**config.mk**
```make
export PLATFORM = sky130hd
export DESIGN_NAME = prog_loader
export DESIGN_NICKNAME = d
export VERILOG_FILES = /design/src/rtl/prog_loader_pkg.sv /design/src/rtl/byte_packer.sv /design/src/rtl/prog_loader.sv
export SDC_FILE = /design/constraint.sdc
export NUM_CORES = 1
export LEC_CHECK = 0
export CAP_MARGIN = 25
export CORE_UTILIZATION = 46
export DETAILED_ROUTE_END_ITERATION = 12
export GPL_TIMING_DRIVEN = 0
export PLACE_DENSITY = 0.7
export SLEW_MARGIN = 20
export SYNTH_ARGS = -nofsm -noshare
export SYNTH_HDL_FRONTEND = slang
export SYNTH_SLANG_ARGS = --single-unit
```
**constraint.sdc**
```tcl
create_clock -name clk -period 3.9 [get_ports clk]
set_input_delay 0.78 -clock clk [delete_from_list [all_inputs] [get_ports clk]]
set_output_delay 0.78 -clock clk [all_outputs]
set_load 0.03 [all_outputs]
```
**src/rtl/prog_loader_pkg.sv**
```systemverilog
// Shared types and constants for the program loader.
// The CSUM state only exists when PROG_LOADER_CHECKSUM_EN is defined.
package prog_loader_pkg;

  // Width of the big-endian word-count field at the head of a frame.
  localparam int unsigned CountW = 16;

  // Bytes per instruction word.
  localparam int unsigned NumLanes = 4;

  typedef enum logic [2:0] {
    StIdle,
    StLenHi,
    StLenLo,
    StData,
`ifdef PROG_LOADER_CHECKSUM_EN
    StCsum,
`endif
    StDone,
    StErr
  } state_e;

endpackage

```
**src/rtl/byte_packer.sv**
```systemverilog
// Big-endian byte-to-word assembler: the first byte of a word lands in bits [31:24].
module byte_packer
  import prog_loader_pkg::*;
(
  input  logic        clk,
  input  logic        reset,
  input  logic        clear,
  input  logic        data_valid,
  input  logic [7:0]  data,
  output logic [31:0] word,
  output logic        word_valid
);

  logic [31:0] acc_q;
  logic [1:0]  lane_q;

  // Shift accepted bytes in from the right; lane counter wraps 3->0 per completed word.
  always_ff @(posedge clk or posedge reset) begin
    if (reset) begin
      acc_q  <= '0;
      lane_q <= '0;
    end else if (clear) begin
      acc_q  <= '0;
      lane_q <= '0;
    end else if (data_valid) begin
      acc_q  <= {acc_q[23:0], data};
      lane_q <= lane_q + 2'd1;
    end
  end

  // Word is presented combinationally with its last byte so the top can register it.
  assign word       = {acc_q[23:0], data};
  assign word_valid = data_valid & (lane_q == 2'(NumLanes - 1));

endmodule

```
**src/rtl/prog_loader.sv**
```systemverilog
// Byte-stream program loader: writes a framed image into instruction memory from
// word 0 upward and holds the core in reset until the image is complete.
// Define PROG_LOADER_CHECKSUM_EN to require a trailing XOR checksum byte.
module prog_loader
  import prog_loader_pkg::*;
#(
  parameter int unsigned ADDR_W = 10
) (
  input  logic              clk,
  input  logic              reset,
  input  logic              start,
  input  logic              in_valid,
  input  logic [7:0]        in_data,
  output logic              in_ready,
  output logic              imem_we,
  output logic [ADDR_W-1:0] imem_addr,
  output logic [31:0]       imem_wdata,
  output logic              cpu_hold,
  output logic              done,
  output logic              error
);

  localparam int unsigned MaxWords = 1 << ADDR_W;

  state_e            state_q;
  logic [7:0]        len_hi_q;
  logic [CountW-1:0] n_q;
  logic [ADDR_W:0]   word_cnt_q;
`ifdef PROG_LOADER_CHECKSUM_EN
  logic [7:0]        csum_q;
`endif

  logic              xfer;
  logic              arm;
  logic              pack_valid;
  logic              word_valid;
  logic              last_word;
  logic              too_big;
  logic [31:0]       word;
  logic [CountW-1:0] n_new;

  assign xfer       = in_valid & in_ready;
  assign arm        = start & (state_q inside {StIdle, StDone, StErr});
  assign pack_valid = xfer & (state_q == StData);
  assign n_new      = {len_hi_q, in_data};
  assign too_big    = 32'(n_new) > MaxWords;
  // n_q is nonzero whenever we are in DATA, so the subtraction cannot wrap there.
  assign last_word  = (CountW'(word_cnt_q) == n_q - CountW'(1));

  byte_packer u_byte_packer (
    .clk        (clk),
    .reset      (reset),
    .clear      (arm),
    .data_valid (pack_valid),
    .data       (in_data),
    .word       (word),
    .word_valid (word_valid)
  );

  // Loader FSM with counters and all outputs registered alongside the state.
  always_ff @(posedge clk or posedge reset) begin
    if (reset) begin
      state_q    <= StIdle;
      len_hi_q   <= '0;
      n_q        <= '0;
      word_cnt_q <= '0;
`ifdef PROG_LOADER_CHECKSUM_EN
      csum_q     <= '0;
`endif
      in_ready   <= 1'b0;
      imem_we    <= 1'b0;
      imem_addr  <= '0;
      imem_wdata <= '0;
      cpu_hold   <= 1'b1;
      done       <= 1'b0;
      error      <= 1'b0;
    end else begin
      imem_we <= 1'b0;
      unique case (state_q)
        StIdle, StDone, StErr: begin
          if (start) begin
            state_q    <= StLenHi;
            word_cnt_q <= '0;
`ifdef PROG_LOADER_CHECKSUM_EN
            csum_q     <= '0;
`endif
            in_ready   <= 1'b1;
            cpu_hold   <= 1'b1;
            done       <= 1'b0;
            error      <= 1'b0;
          end
        end
        StLenHi: begin
          if (xfer) begin
            len_hi_q <= in_data;
`ifdef PROG_LOADER_CHECKSUM_EN
            csum_q   <= in_data;
`endif
            state_q  <= StLenLo;
          end
        end
        StLenLo: begin
          if (xfer) begin
            n_q <= n_new;
`ifdef PROG_LOADER_CHECKSUM_EN
            csum_q <= csum_q ^ in_data;
`endif
            if (n_new == '0) begin
`ifdef PROG_LOADER_CHECKSUM_EN
              state_q  <= StCsum;
`else
              state_q  <= StDone;
              in_ready <= 1'b0;
              cpu_hold <= 1'b0;
              done     <= 1'b1;
`endif
            end else if (too_big) begin
              state_q  <= StErr;
              in_ready <= 1'b0;
              error    <= 1'b1;
            end else begin
              state_q <= StData;
            end
          end
        end
        StData: begin
          if (xfer) begin
`ifdef PROG_LOADER_CHECKSUM_EN
            csum_q <= csum_q ^ in_data;
`endif
            if (word_valid) begin
              imem_we    <= 1'b1;
              imem_addr  <= word_cnt_q[ADDR_W-1:0];
              imem_wdata <= word;
              word_cnt_q <= word_cnt_q + 1'b1;
              if (last_word) begin
`ifdef PROG_LOADER_CHECKSUM_EN
                state_q  <= StCsum;
`else
                state_q  <= StDone;
                in_ready <= 1'b0;
                cpu_hold <= 1'b0;
                done     <= 1'b1;
`endif
              end
            end
          end
        end
`ifdef PROG_LOADER_CHECKSUM_EN
        StCsum: begin
          if (xfer) begin
            in_ready <= 1'b0;
            if (csum_q == in_data) begin
              state_q  <= StDone;
              cpu_hold <= 1'b0;
              done     <= 1'b1;
            end else begin
              state_q <= StErr;
              error   <= 1'b1;
            end
          end
        end
`endif
        default: begin
          state_q  <= StIdle;
          in_ready <= 1'b0;
        end
      endcase
    end
  end

endmodule
```
== Word level (Yosys, flattened, before mapping) ==
Index checks and enable logic that the tools add are counted.
Storage, ports and cells
  register bits after elaboration: 111
  input port bits: 12
  output and inout bits: 47
  logic and storage cells: 97
Operators by class
  add/sub/neg operators: 3
  $lt $le $gt $ge: 1
  eq/ne operators: 17
  muxes and demuxes: 42
  bitwise operators: 5
  reductions and logical operators: 16
Operators with widths (count)
  $mux W24: 2
  $mux W11: 3
  $mux W3: 8
  $pmux W11 S2: 1
  $mux W1: 21
  $eq A11 B16 Y1: 1
  $gt A16 B11 Y1 const B: 1
  $logic_not A16 Y1: 1
  $ne A2 B2 Y1 const B: 8
  $sub A16 B1 Y16 const B: 1
  $reduce_and A7 Y1: 2
  $pmux W3 S4: 1
  $add A11 B1 Y11 const B: 1
  $eq A3 B2 Y1 const B: 2
  $eq A3 B3 Y1 const B: 2
  $pmux W1 S3: 2
  $reduce_and A6 Y1: 1
  $reduce_bool A2 Y1: 3
  $reduce_bool A3 Y1: 2
  $reduce_and A5 Y1: 1
  $and A1 B1 Y1: 4
  $mux W2: 2
  $pmux W1 S4: 1
  $reduce_and A2 Y1: 2
  other kinds (11): 11

== Longest topological paths before layout ==
  word-level depth: 6
  depth in mapped cells: 8
  depth with buffers taken out: 8

== Modules after synthesis ==
A second synthesis with hierarchy kept.
Second synthesis, totals
  cell total of the unflattened synthesis: 417
  area, all modules: 5094.9 um^2
Modules (own cells, without submodules)
  prog_loader: instances 1, cells an instance 322, area each 3936.3 um^2, seq. area each 2128.3 um^2
  byte_packer: instances 1, cells an instance 95, area each 1158.6 um^2, seq. area each 650.6 um^2

== Worst setup path before layout ==
Ideal clock, no wire load.
  kind: reg-to-reg
  from: register n_q[0]
  to: register state_q[0]
  library setup time: 0.131 ns
  arrival time: 2.238 ns
  data required time: 3.769 ns
  slack: 1.530 ns
  stages on the path, launching flop included: 8
  buffers on the path: 0
  period minus slack after synthesis: 2.370 ns
  cells stage by stage: dfrtp_1 > inv_1 > ha_1 > or4b_4 > or4b_1 > a211oi_2 > and4bb_4 > o221ai_2
On the way
  longest elaborated chain between the ends: 4
RTL lines
  start: declaration: line prog_loader.sv:27  | logic [CountW-1:0] n_q;
  start signal: assignment: line prog_loader.sv:104  | n_q <= n_new;
  $sub A16 B1 Y16: line prog_loader.sv:48  | assign last_word = (CountW'(word_cnt_q) == n_q - CountW'(1));
  $eq A11 B16 Y1: line prog_loader.sv:48
  $ne A2 B2 Y1 (no source line)
  $reduce_and A6 Y1 (no source line)
  end signal: assignment: line prog_loader.sv:63  | state_q <= StIdle;
  end signal: assignment: line prog_loader.sv:82  | state_q <= StLenHi;
  end signal: assignment: line prog_loader.sv:99  | state_q <= StLenLo;
  end: declaration: line prog_loader.sv:25  | state_e state_q;
Every way passes these cells.
A chain may end at the register's enable or synchronous reset.

== Worst setup path after layout ==
  from: input in_valid
  to: register n_q[4]
On the way
  longest elaborated chain between the ends: 2
RTL lines
  start: declaration: line prog_loader.sv:12  | input logic in_valid,
  $and A1 B1 Y1: line prog_loader.sv:42  | assign xfer = in_valid & in_ready;
  $reduce_and A2 Y1 (no source line)
Every way passes these cells.

==> run summary <==
Worst Hold Path Cells - 1
ys flop type - dfrtp_1
RSZ-0062 raised after global routing - false
post-synthesis mux area share - 15.11%
post-synthesis register bit count - 111
largest family of logic cells by synthesized area - multiplexers
P&R area growth vs syn - 20.22%
Yosys cell types - 51
max incr delay on CP - 520 ps
ant diodes - 0
Die Y - 105.1 um
Syn Inst Count - 412
Fillers - 867
GRT overflow - 0
register area share after synthesis - 56.79%
Synth async-reset ratio - 100.0%
CP Capture Type - flop
Area contributors post-synth - dfrtp_1 (56%), mux2_2 (14%), nand2_1 (3.5%), xnor2_1 (2.1%), nor2_1 (2.0%)
H-tree depth - 3
WS Path Type - in2reg
Synth Area in Adders - 0.7671%
Num Clock Sinks - 111
initial antenna violation count - 0
PostCTS Resize Cnt - 0
EDFF count, synth - 0
worst path cell trace - clkdlybuf4s50_1 -> nand2_1 -> or3_1 -> nor2_2 -> buf_2 -> mux2_2
Initial Util - 47.40%
FMAX - 375.8 MHz
worst reg2reg path depth - 7
final instance area - 5883 um^2
Critical Path RT - 4160 ps
CP max stage cell - clkdlybuf4s50_1
final setup fails - 0
outcome - finished clean
root buf cell - clkbuf_8
Simple-Gate Fraction of Synth Area - 12.89%
largest net degree at the start of global routing - 68
Setup WS pre-CTS - 883.2 ps
Avg Vias per Cell - 5.517
worst slew pin tran - 751.1 ps
# hold bufs at CTS - 0
layout cells sized above 1 - 20.12%
Fin. Hold Viols - 0
Reg clk slew, reported paths - 120 ps
Synth Area in XOR/XNOR - 3.938%
DRC Markers - 0
Die W - 105.1 um
GP Congestion - 0.8821
Compound-Gate Fraction of Synth Area - 8.284%
multi-input logic area - 2011 um^2
first-pass GRT wire length - 17,550 um
Setup Fix Bufs, Post-CTS - 0
total area of sequential cells - 2779 um^2
Final ANT Viol Nets - 0
clk buf depth - 2
Skew-Pair Late Insertion Delay - 370 ps
area of the die - 11,050 um^2
1st-pass router iterations - 4
fin. max-slew vios - 0
CTS Buf Count - 9
IO Port Bufs - 58
# IOs - 59
DRT iter0 DRCs - 146
DP Wirelength - 7488 um
final setup margin - 1239 ps
P_leak - 2.735 nW
Hold Path Class - reg2reg
GRT Overall Usage - 20.24%
post-synth net total - 427
Via Count - 3,437
max-cap check violation count - 0
syn_area_per_cell - 11.88 um^2
DR WL/cell - 16.61 um
Yosys top cell by area - dfrtp_1
Power Density - 319.9 nW/um^2
Synth top area share - 56.25%
Post-Syn Area - 4893 um^2
Max-slew headroom - 49.74%
vias in the first global route - 3,448
Core Rows - 37
period utilization - 68.24%
Routed WL - 10,350 um
CTS tree - yes
total number of yosys warnings - 0
area of the core - 10,320 um^2
critical path fanouts, max - 10
CP startpoint kind - input pin
maximum VDD drop - 242.7 uV
placed inst area - 5677 um^2
worst clock skew - 14.35 ps
Worst Path Arrival - 2920 ps
Final #Nets - 497
post-layout min period - 2661 ps
==> worst max-delay path, delay by kind of cell <==
kind | cells | cell delay, ps
muxes | 1 | 350
and+or+nand+nor | 3 | 960
buffers and inverters | 2 | 830
==> synthesized netlist by cell type, types with 3 or more instances <==
library cell,n
and3_1,6
mux2i_1,3
xor2_1,10
or3_1,5
xnor2_1,12
mux2_2,63
nor4_1,3
a22o_1,10
nand3_1,10
inv_1,10
a21oi_1,18
dfrtp_1,110
buf_2,6
o21ai_0,9
ha_1,3
nand2_1,46
nand4_1,6
clkbuf_1,9
and2_1,3
nor3_1,7
nor2_1,26
==> final timing paths <==
kind | from | to | slack [ps]
max | in_valid | n_q[4] | 1240
min | u_byte_packer.acc_q[17] | u_byte_packer.acc_q[17] | 510
max reg2reg | n_q[0] | state_q[0] | 1330
min reg2reg | u_byte_packer.acc_q[17] | u_byte_packer.acc_q[17] | 510
max in group asynchronous | reset | n_q[15] | 2380
min in group asynchronous | reset | imem_wdata[28] | 870
==> sequential cells by signal, summed over array words and instances, names as in the netlist <==
register,cells
len_hi_q,8
imem_wdata,32
error,1
u_byte_packer.lane_q,2
cpu_hold,1
state_q,3
word_cnt_q,11
n_q,16
u_byte_packer.acc_q,24
done,1
imem_addr,10
imem_we,1
in_ready,1
==> logic make-up after synthesis <==
logic type	Yosys count
AO/OA/AOI/OAI	56
XOR/XNOR	22
adder cells (fa/ha/maj)	3
buffers and inverters	27
flip-flops	111
multiplexers	66
AND/OR/NAND/NOR	127
==> report_power, final <==
part	internal (mW)	switching [mW]	leakage (nW)
combinational	0.0142	0.0325	1.12
clock	0.255	0.430	0.103
sequential	1.15	0	1.51
==> cells in the final DEF (no fill, tap or decap), types with 3 or more instances in the layout <==
cell,netlist,layout
dfrtp_1,110,110
mux2_2,63,63
clkdlybuf4s50_1,0,58
nand2_1,46,46
nor2_1,26,26
a21oi_1,18,18
xnor2_1,12,12
a22o_1,10,10
nand3_1,10,10
xor2_1,10,10
clkbuf_1,9,9
inv_1,10,9
o21ai_0,9,9
clkbuf_8,0,9
buf_2,6,6
and3_1,6,6
nand4_1,6,6
nor3_1,7,6
or3_1,5,5
and2_1,3,3
mux2i_1,3,3
nor4_1,3,3
ha_1,3,3
==> final cells by class <==
class | count | area share (%)
well taps | 136 | 2.892
plain buffers | 17 | 1.212
clock inverters | 7 | 1.319
inverters | 10 | 0.7231
multi-input cells | 274 | 34.18
clock buffers | 9 | 2.105
repair buffers | 59 | 10.34
flip-flops and latches | 111 | 47.24
==> layer usage <==
layer / vias to the layer above / global-route usage [%] / routed length (um)
met3: 10 / 3.431 / 333
met5: - / 0 / 0
met1: 1743 / 29.38 / 4984
li1: 1612 / - / -
met2: 72 / 31.60 / 4903
met4: 0 / 5.131 / 129
==> metrics by stage <==
step                      setup TNS, ps  cells  power (mW)  hold WS (ps)  util [%]
final                                 0    623       1.882         512.9     56.99
after global routing                  0    623       1.950         532.8     56.99
after CTS                             0    623       1.898         515.6     56.94
after detailed placement              0    607       1.221         486.1     54.99
after global placement          -145800    606       1.216         478.6     54.67
after floorplan                       0    412       1.191         459.7         -
(Power assumes the default switching activity.)
